===== src/rtl/traffic_pkg.sv =====
// Shared definitions for the intersection controller.
//   LT_*     : two-bit lamp encodings driven onto mainLight / sideLight
//   state_t  : controller phase, one code per phase of the cycle
package traffic_pkg;

  localparam logic [1:0] LT_RED = 2'b00;
  localparam logic [1:0] LT_YEL = 2'b01;
  localparam logic [1:0] LT_GRN = 2'b10;
  localparam logic [1:0] LT_OFF = 2'b11;

  typedef enum logic [2:0] {
    MAIN_G = 3'd0,
    MAIN_X = 3'd1,
    MAIN_Y = 3'd2,
    WALK   = 3'd3,
    SIDE_G = 3'd4,
    SIDE_X = 3'd5,
    SIDE_Y = 3'd6,
    NIGHT  = 3'd7
  } state_t;

endpackage


===== src/rtl/tick_gen.sv =====
// Tick prescaler: pulses tick for one clk on the terminal count of a
// 0..TICK_CYCLES-1 counter.
//   clk  : system clock
//   rst  : synchronous active-high reset
//   clr  : restart the count (phase entry), so every phase is an exact
//          whole number of ticks long
//   tick : one-cycle pulse every TICK_CYCLES cycles
module tick_gen #(
  parameter int TICK_CYCLES = 100000000
) (
  input  logic clk,
  input  logic rst,
  input  logic clr,
  output logic tick
);

  localparam int            CW   = (TICK_CYCLES > 1) ? $clog2(TICK_CYCLES) : 1;
  localparam logic [CW-1:0] LAST = CW'(TICK_CYCLES - 1);

  logic [CW-1:0] r_cnt;

  always_ff @(posedge clk) begin
    if (rst || clr)        r_cnt <= '0;
    else if (r_cnt == LAST) r_cnt <= '0;
    else                    r_cnt <= r_cnt + 1'b1;
  end

  // With TICK_CYCLES == 1 the counter sits at 0 and tick is always high.
  assign tick = (r_cnt == LAST);

endmodule


===== src/rtl/traffic_light_param.sv =====
// Intersection controller: main road, side road and pedestrian crossing,
// with sensor-driven green extension, latched walk requests and a
// flashing night mode.
//   clk, rst   : system clock, synchronous active-high reset
//   Sensor     : side-road vehicle present (level)
//   walkButton : pedestrian request (any-length pulse)
//   nightMode  : request flashing night operation (level)
//   walkLight  : walk lamp
//   mainLight  : main lamp (00 red, 01 yellow, 10 green, 11 off)
//   sideLight  : side lamp, same encoding
//   timeLeft   : ticks remaining in the current phase (0 in NIGHT)
module traffic_light_param
  import traffic_pkg::*;
#(
  parameter int TICK_CYCLES = 100000000,
  parameter int T_MAIN      = 6,
  parameter int T_SIDE      = 3,
  parameter int T_EXT       = 3,
  parameter int T_YEL       = 2,
  parameter int T_WALK      = 3,
  parameter int TW          = 4
) (
  input  logic          clk,
  input  logic          rst,
  input  logic          Sensor,
  input  logic          walkButton,
  input  logic          nightMode,
  output logic          walkLight,
  output logic [1:0]    mainLight,
  output logic [1:0]    sideLight,
  output logic [TW-1:0] timeLeft
);

  state_t        r_state;
  state_t        w_state_nxt;
  logic [TW-1:0] r_time;
  logic          r_walk_req;
  logic          r_sensor_seen;
  logic          r_flash;
  logic          w_tick;
  logic          w_end;
  logic          w_enter;
  logic          w_sensor;
  logic          w_in_green;

  function automatic logic [TW-1:0] dur(input state_t s);
    case (s)
      MAIN_G:         dur = TW'(T_MAIN);
      MAIN_X, SIDE_X: dur = TW'(T_EXT);
      MAIN_Y, SIDE_Y: dur = TW'(T_YEL);
      WALK:           dur = TW'(T_WALK);
      SIDE_G:         dur = TW'(T_SIDE);
      default:        dur = '0;
    endcase
  endfunction

  tick_gen #(.TICK_CYCLES(TICK_CYCLES)) u_tick (
    .clk  (clk),
    .rst  (rst),
    .clr  (w_enter),
    .tick (w_tick)
  );

  assign w_in_green = (r_state == MAIN_G) || (r_state == SIDE_G);
  // A sensor hit on the last green cycle must still earn the extension,
  // so the decision looks at the live input as well as the latch.
  assign w_sensor   = r_sensor_seen || Sensor;
  assign w_end      = w_tick && (r_time == TW'(1)) && (r_state != NIGHT);
  assign w_enter    = (w_state_nxt != r_state);

  // Next-state logic
  always_comb begin
    w_state_nxt = r_state;
    case (r_state)
      MAIN_G: if (w_end) w_state_nxt = w_sensor ? MAIN_X : MAIN_Y;
      MAIN_X: if (w_end) w_state_nxt = MAIN_Y;
      MAIN_Y: if (w_end) w_state_nxt = nightMode  ? NIGHT :
                                        r_walk_req ? WALK  : SIDE_G;
      WALK:   if (w_end) w_state_nxt = SIDE_G;
      SIDE_G: if (w_end) w_state_nxt = w_sensor ? SIDE_X : SIDE_Y;
      SIDE_X: if (w_end) w_state_nxt = SIDE_Y;
      SIDE_Y: if (w_end) w_state_nxt = nightMode ? NIGHT : MAIN_G;
      NIGHT:  if (w_tick && !nightMode) w_state_nxt = MAIN_G;
      default: w_state_nxt = MAIN_G;
    endcase
  end

  always_ff @(posedge clk) begin
    if (rst) begin
      r_state       <= MAIN_G;
      r_time        <= TW'(T_MAIN);
      r_walk_req    <= 1'b0;
      r_sensor_seen <= 1'b0;
      r_flash       <= 1'b0;
    end else begin
      r_state <= w_state_nxt;

      if (w_enter)                         r_time <= dur(w_state_nxt);
      else if (w_tick && r_state != NIGHT) r_time <= r_time - 1'b1;

      if (w_enter && (w_state_nxt == MAIN_G || w_state_nxt == SIDE_G))
        r_sensor_seen <= 1'b0;
      else if (w_in_green && Sensor)
        r_sensor_seen <= 1'b1;

      // Clear on WALK entry beats a same-cycle press.
      if (w_enter && w_state_nxt == WALK)
        r_walk_req <= 1'b0;
      else if (r_state != WALK && walkButton)
        r_walk_req <= 1'b1;

      if (w_enter && w_state_nxt == NIGHT)
        r_flash <= 1'b0;
      else if (r_state == NIGHT && w_tick && nightMode)
        r_flash <= ~r_flash;
    end
  end

  // Moore output decode
  always_comb begin
    mainLight = LT_RED;
    sideLight = LT_RED;
    walkLight = 1'b0;
    case (r_state)
      MAIN_G, MAIN_X: mainLight = LT_GRN;
      MAIN_Y:         mainLight = LT_YEL;
      WALK:           walkLight = 1'b1;
      SIDE_G, SIDE_X: sideLight = LT_GRN;
      SIDE_Y:         sideLight = LT_YEL;
      NIGHT: begin
        mainLight = r_flash ? LT_OFF : LT_YEL;
        sideLight = r_flash ? LT_OFF : LT_RED;
      end
      default: ;
    endcase
  end

  assign timeLeft = r_time;

endmodule


===== config.mk =====
export PLATFORM = sky130hd
export DESIGN_NAME = traffic_light_param
export DESIGN_NICKNAME = d
export VERILOG_FILES = /design/src/rtl/traffic_pkg.sv /design/src/rtl/tick_gen.sv /design/src/rtl/traffic_light_param.sv
export SDC_FILE = /design/constraint.sdc
export NUM_CORES = 1
export LEC_CHECK = 0
export CAP_MARGIN = 20
export CORE_ASPECT_RATIO = 0.6
export CORE_MARGIN = 3
export CORE_UTILIZATION = 53
export CTS_BUF_LIST = sky130_fd_sc_hd__clkbuf_16
export DETAILED_ROUTE_END_ITERATION = 8
export HOLD_SLACK_MARGIN = 0.12
export MAX_ROUTING_LAYER = met4
export PLACE_DENSITY = 0.75
export SLEW_MARGIN = 20
export SYNTH_ARGS = -nofsm -noshare
export SYNTH_HDL_FRONTEND = slang
export SYNTH_HIERARCHICAL = 1
export SYNTH_SLANG_ARGS = --single-unit

===== constraint.sdc =====
create_clock -name clk -period 2.9 [get_ports clk]
set_input_delay 0.725 -clock clk [delete_from_list [all_inputs] [get_ports clk]]
set_output_delay 0.725 -clock clk [all_outputs]
set_load 0.03 [all_outputs]

* Yosys cells after proc, flatten, opt, wreduce, memory -nomap -nowiden
Index checks and enable logic that the tools add are counted.
** Operators by class
- Bitwise gates (word level) :: 1
- Shift-type cells :: 0
- Add/subtract/negate cells :: 2
- $mul :: 0
- Reduce and logical (&&, ||, !) cells :: 27
- Order comparisons :: 0
- Eq/ne operators :: 19
- Mux-type cells :: 22
- Div/mod/pow operators :: 0
** Operators with widths (count)
- 3-bit two-way mux :: 11
- 27-bit by 1-bit adder with 27-bit output (second input constant) :: 1
- 27-bit equality test (second input constant) :: 1
- 3-bit equality test (second input constant) :: 8
- 3-bit one-hot mux with 8 select lines :: 1
- 2-bit OR reduction :: 7
- 3-bit by 2-bit equality test with 1-bit output (second input constant) :: 4
- 2-bit one-hot mux with 3 select lines :: 2
- 1-bit logical AND :: 11
- 3-bit one-hot mux with 3 select lines :: 1
- 2-bit two-way mux :: 4
- 4-bit two-way mux :: 2
- 3-bit by 1-bit equality test with 1-bit output (second input constant) :: 2
- 3-bit logical NOT :: 2
- 4-bit by 1-bit equality test with 1-bit output (second input constant) :: 1
- 1-bit logical OR :: 4
- 4-bit OR reduction :: 1
- 4-bit by 1-bit subtractor with 4-bit output (second input constant) :: 1
- 3-bit by 2-bit != test with 1-bit output (second input constant) :: 1
- 3-bit != test :: 1
- 3-bit != test (second input constant) :: 1
- 2-bit nonzero test :: 1
- 1-bit logical NOT :: 1
- 1-bit two-way mux :: 1
- 1-bit NOT :: 1
** Word-level totals
- Register bits :: 37
- Output and inout port bits :: 9
- Latch bits :: 0
- Memories :: 0
- Word-level logic and storage cells :: 77
- ROM bits :: 0
- Bits in writable memories :: 0

* Logic depth before layout (Yosys ltp)
- Word-level depth :: 9
- Gate-level depth with buffers :: 14
- Mapped depth without buffers :: 10

* By module
The synthesis kept the hierarchy.
** By module, submodules not included
- tick_gen :: sequential area each 540.5 µm², area an instance 1410.1 µm², cells each 157, times used 1
- traffic_light_param :: sequential area each 200.2 µm², area an instance 797.0 µm², cells each 93, times used 1

* Least setup slack after synthesis
Ideal clock, no wire load.
- Path kind :: reg-to-reg
- From :: register u_tick.r_cnt[0]
- To :: register r_walk_req
- Setup slack :: 0.047 ns
- Arrival time :: 2.765 ns
- Cell stages (with the launch flop) :: 13
- Clock period less this slack :: 2.853 ns
- Cell sequence :: dfxtp_1 > ha_1 > and3_1 > buf_2 > nand2_4 > nor4_4 > buf_6 > buf_6 > inv_1 > o311a_4 > a311oi_4 > a21oi_2 > a311oi_2
** Between the ends
- Word-level cells in the longest chain between the ends :: 8
- Elaborated cells between the ends (all ways) :: 17
- Classes of those cells :: eq/ne: 3; mux: 9; reduce/logical: 5
** Ends and longest elaborated chain
- start, declared :: line tick_gen.sv:20 : logic [CW-1:0] r_cnt;
- start signal, assigned :: line tick_gen.sv:25 : else r_cnt <= r_cnt + 1'b1;
- 27-bit equality test * :: line tick_gen.sv:29 : assign tick = (r_cnt == LAST);
- net w_tick :: line traffic_light_param.sv:40 : logic w_tick;
- 1-bit logical AND (2 in series) :: line traffic_light_param.sv:68 : assign w_end = w_tick && (r_time == TW'(1)) && (r_state != NIGHT);
- 3-bit two-way mux (tied with other cells) :: line traffic_light_param.sv:82 : SIDE_Y: if (w_end) w_state_nxt = nightMode ? NIGHT : MAIN_G;
- 3-bit one-hot mux with 8 select lines * :: line traffic_light_param.sv:74 : case (r_state)
- 3-bit != test / 3-bit by 2-bit equality test with 1-bit output (equally long branches) :: line traffic_light_param.sv:69, traffic_light_param.sv:107
- 1-bit logical AND * :: line traffic_light_param.sv:107 : if (w_enter && w_state_nxt == WALK)
- 2-bit OR reduction (no source line) *
- end signal, assigned :: line traffic_light_param.sv:92 : r_walk_req <= 1'b0;
- end signal, assigned :: line traffic_light_param.sv:108 : r_walk_req <= 1'b0;
- end signal, assigned :: line traffic_light_param.sv:110 : r_walk_req <= 1'b1;
- end, declared :: line traffic_light_param.sv:37 : logic r_walk_req;
The timed path passes the listed nets; every way through them passes the cells marked *.
A chain may end at the register's enable or synchronous reset.

* Final worst setup path
- From :: register u_tick.r_cnt[8]
- To :: register r_walk_req
The elaborated chain is that of the path after synthesis.

==> out/results.tsv <==
metric	value	unit
drv_slew	0	
grt_pass1_vias	1733	
ys_ff_latch	37	
synth_ff_type	dfxtp_1	
post-route-drc-count	0	
gp_congestion	0.984	
p_per_area	462	nW/µm²
fill_cells	312	
setup_ws	0.116	ns
initialDrtViolationCount	180	
run_status	completed	
grt_busiest_layer	met1	
internal_power	0.938	mW
hp-class	register to register	
min_from	u_tick/r_cnt[26]$_SDFF_PP0_	
endpoint_kind	register	
syn_inst	250	
fin_crit_sh	96.0	%
mostFrequentLayoutCells	dfxtp_1 (37), nand2_1 (19), nand3_1 (14)	
grt_util_met3	5.92	%
synthArstFlopShare	0	%
die_w	89.3	µm
fin_util	66.4	%
fin_cells	313	
grt_overflow	0	
fin_setup_tns	0	ns
grt_max_degree	27	
hpwlAfterDp	3.72	mm
core	3830	µm²
path_class	register to register	
ff2ff_setup_slack	0.12	ns
fmax	359	MHz
avgRoutedWirePerCell	16.8	µm
numPlacedInstances	304	
relSlewSlack	66.0	%
dp_slack	0.182	ns
boundaryPins	14	
synthDistinctLibCells	64	
p_leak	0.850	nW
fin_crit	2.78	ns
hold_end	u_tick/r_cnt[26]$_SDFF_PP0_	
first_pass_iters	4	
worst_pin_slew	0.503	ns
switchingPower	0.235	mW
crit_arrival	2.98	ns
cp-start-kind	register	
worstPathMaxFanout	12	
hold_depth	2	
hold_viol	0	
rows	17	
cts_htree_levels	2	
swShare	20.0	%
num_antenna_cells	0	
yosysSeqAreaShare	33.6	%
max-cap-violations	0	
seqPwrFrac	45.3	%
finalNetCount	273	
ir_drop	0.000430	V
ant_nets	0	
cp_slowest_stage_delay	0.50	ns
path_cells	nor4b_1 -> nand2_1 -> nor4_4 -> buf_6 -> nand4bb_1 -> o311a_4 -> a311oi_4 -> a21oi_2 -> a311oi_2	
clk_path_buf_depth	2	
vias_per_cell	6.32	
ys_warn_count	6	
postSynthAreaPerCell	8.83	µm²
start_util	57.6	%
grt_antenna_before_repair	0	
reg2reg_depth	9	
slowest_stage	nor4b_1	
comb_power_share	3.6	%
synth_nets	258	
die_area	5000	µm²
critPathRequiredTime	3.09	ns
die-height	56.0	µm
grtUsageMet1	40.0	%
multiInputGateArea	1340	µm²
seqCellArea	741	µm²
cts_tree	done	
grt_pass1_wl	8.87	mm
wirelength	5.26	mm
clkPwrFrac	51.1	%
clock_sinks	37	
whs	0.492	ns
grt.met2_usage	26.1	%
grt.total_usage	23.1	%
layout_commonest_cell	dfxtp_1	
clock_skew	0.00622	ns
r2r_end	r_walk_req$_SDFFE_PP0P_	
numPortBuffers	13	
drive_gt1_share	14.3	%
cts-buffers-inserted	5	
clkTransAtPathRegs	0.06	ns
finalSetupViolations	0	
vias	1979	
syn2layout_area_growth	15.1	%
syn_area	2210	µm²
r2r-start	u_tick/r_cnt[8]$_SDFF_PP0_	
cts-root-buf	clkbuf_16	
synth_edf_count	0	
clk_latency	0.28	ns
## synth_stat cells (2+ instances only)
master | instances | area, µm²
dfxtp_1 | 37 | 741
nand2_1 | 19 | 71.3
nand3_1 | 14 | 70.1
nor2_1 | 13 | 48.8
inv_1 | 11 | 41.3
a211oi_1 | 10 | 75.1
a21oi_1 | 9 | 45.0
nor3_1 | 9 | 45.0
o21ai_0 | 9 | 45.0
nand4_1 | 8 | 50.1
or4_1 | 8 | 60.1
o31ai_1 | 7 | 52.6
xor2_1 | 7 | 61.3
or3_1 | 6 | 37.5
xnor2_1 | 6 | 52.6
a31oi_1 | 5 | 31.3
and3_1 | 4 | 25.0
buf_2 | 4 | 20.0
and4_1 | 3 | 26.3
buf_6 | 3 | 33.8
clkbuf_1 | 3 | 11.3
ha_1 | 3 | 37.5
nor4_1 | 3 | 18.8
o211ai_1 | 3 | 22.5
a211oi_2 | 2 | 25.0
buf_4 | 2 | 15.0
nor3b_1 | 2 | 15.0
nor4b_1 | 2 | 17.5
o21bai_1 | 2 | 15.0
or2_2 | 2 | 12.5
## how the worst max path moves through the flow
stage / cells past startpoint / startpoint / end
CTS: 10 / u_tick/r_cnt[0]$_SDFF_PP0_ / r_walk_req$_SDFFE_PP0P_
detailed placement: 10 / u_tick/r_cnt[0]$_SDFF_PP0_ / r_walk_req$_SDFFE_PP0P_
finish: 9 / u_tick/r_cnt[8]$_SDFF_PP0_ / r_walk_req$_SDFFE_PP0P_
floorplan: 12 / u_tick/r_cnt[0]$_SDFF_PP0_ / r_walk_req$_SDFFE_PP0P_
global route: 10 / u_tick/r_cnt[0]$_SDFF_PP0_ / r_walk_req$_SDFFE_PP0P_
global placement: 10 / u_tick/r_cnt[0]$_SDFF_PP0_ / r_walk_req$_SDFFE_PP0P_
## per-layer routing
layer  share of wire (%)  wire length (µm)
met1                  54              2840
met2                  38              1980
met3                 8.5               446
met4                   0                 0
met5                   0                 0
## sequential cells by signal, summed over array words and instances (netlist names)
| signal | flops |
|---|---|
| u_tick/r_cnt | 27 |
| timeLeft | 4 |
| r_state | 3 |
| r_flash | 1 |
| r_sensor_seen | 1 |
| r_walk_req | 1 |
## through the flow
step	power [mW]	instance area (µm²)
6_report	1.17	2540
5_1_grt	1.22	2540
4_1_cts	1.18	2520
3_5_place_dp	0.583	2360
3_3_place_gp	0.583	2360
2_1_floorplan	0.567	2210
## layout make-up
type,instances,area share (%)
Tap cell,47,2.31
Timing Repair Buffer,22,7.93
Sequential cell,37,29.1
Inverter,11,1.62
Clock inverter,3,1.48
Clock buffer,5,4.92
Multi-Input combinational cell,188,52.6
## repair_timing
| action | in CTS | in global routing |
|---|---|---|
| resized for setup | 0 | 3 |
| setup buffers | 0 | 1 |
| hold buffers | 0 | 0 |
| endpoints found under the setup margin | 0 | 2 |
## logic make-up after synthesis
kind of cell,share of synthesized area [%]
AO/OA/AOI/OAI,22.8
XOR/XNOR,5.16
adder cells (fa/ha/maj),1.70
buffers and inverters,6.29
flip-flops,33.6
multiplexers,0.454
AND/OR/NAND/NOR,30.0
## critical path, delay by kind of cell (launching register included)
family	cells	cell delay, ns
AO/OA/AOI/OAI	4	0.95
flip-flops	1	0.35
AND/OR/NAND/NOR	4	1.21
buffers and inverters	1	0.20
## power by group through the flow
stage          registers [mW]  logic [mW]  clock network, mW
5_1_grt                 0.533      0.0476              0.636
2_1_floorplan           0.539      0.0280                  0
6_report                0.531      0.0426              0.599
3_5_place_dp            0.542      0.0416                  0
4_1_cts                 0.531      0.0421              0.611
3_3_place_gp            0.541      0.0418                  0
Note: power is estimated with default switching activity, not from simulation.
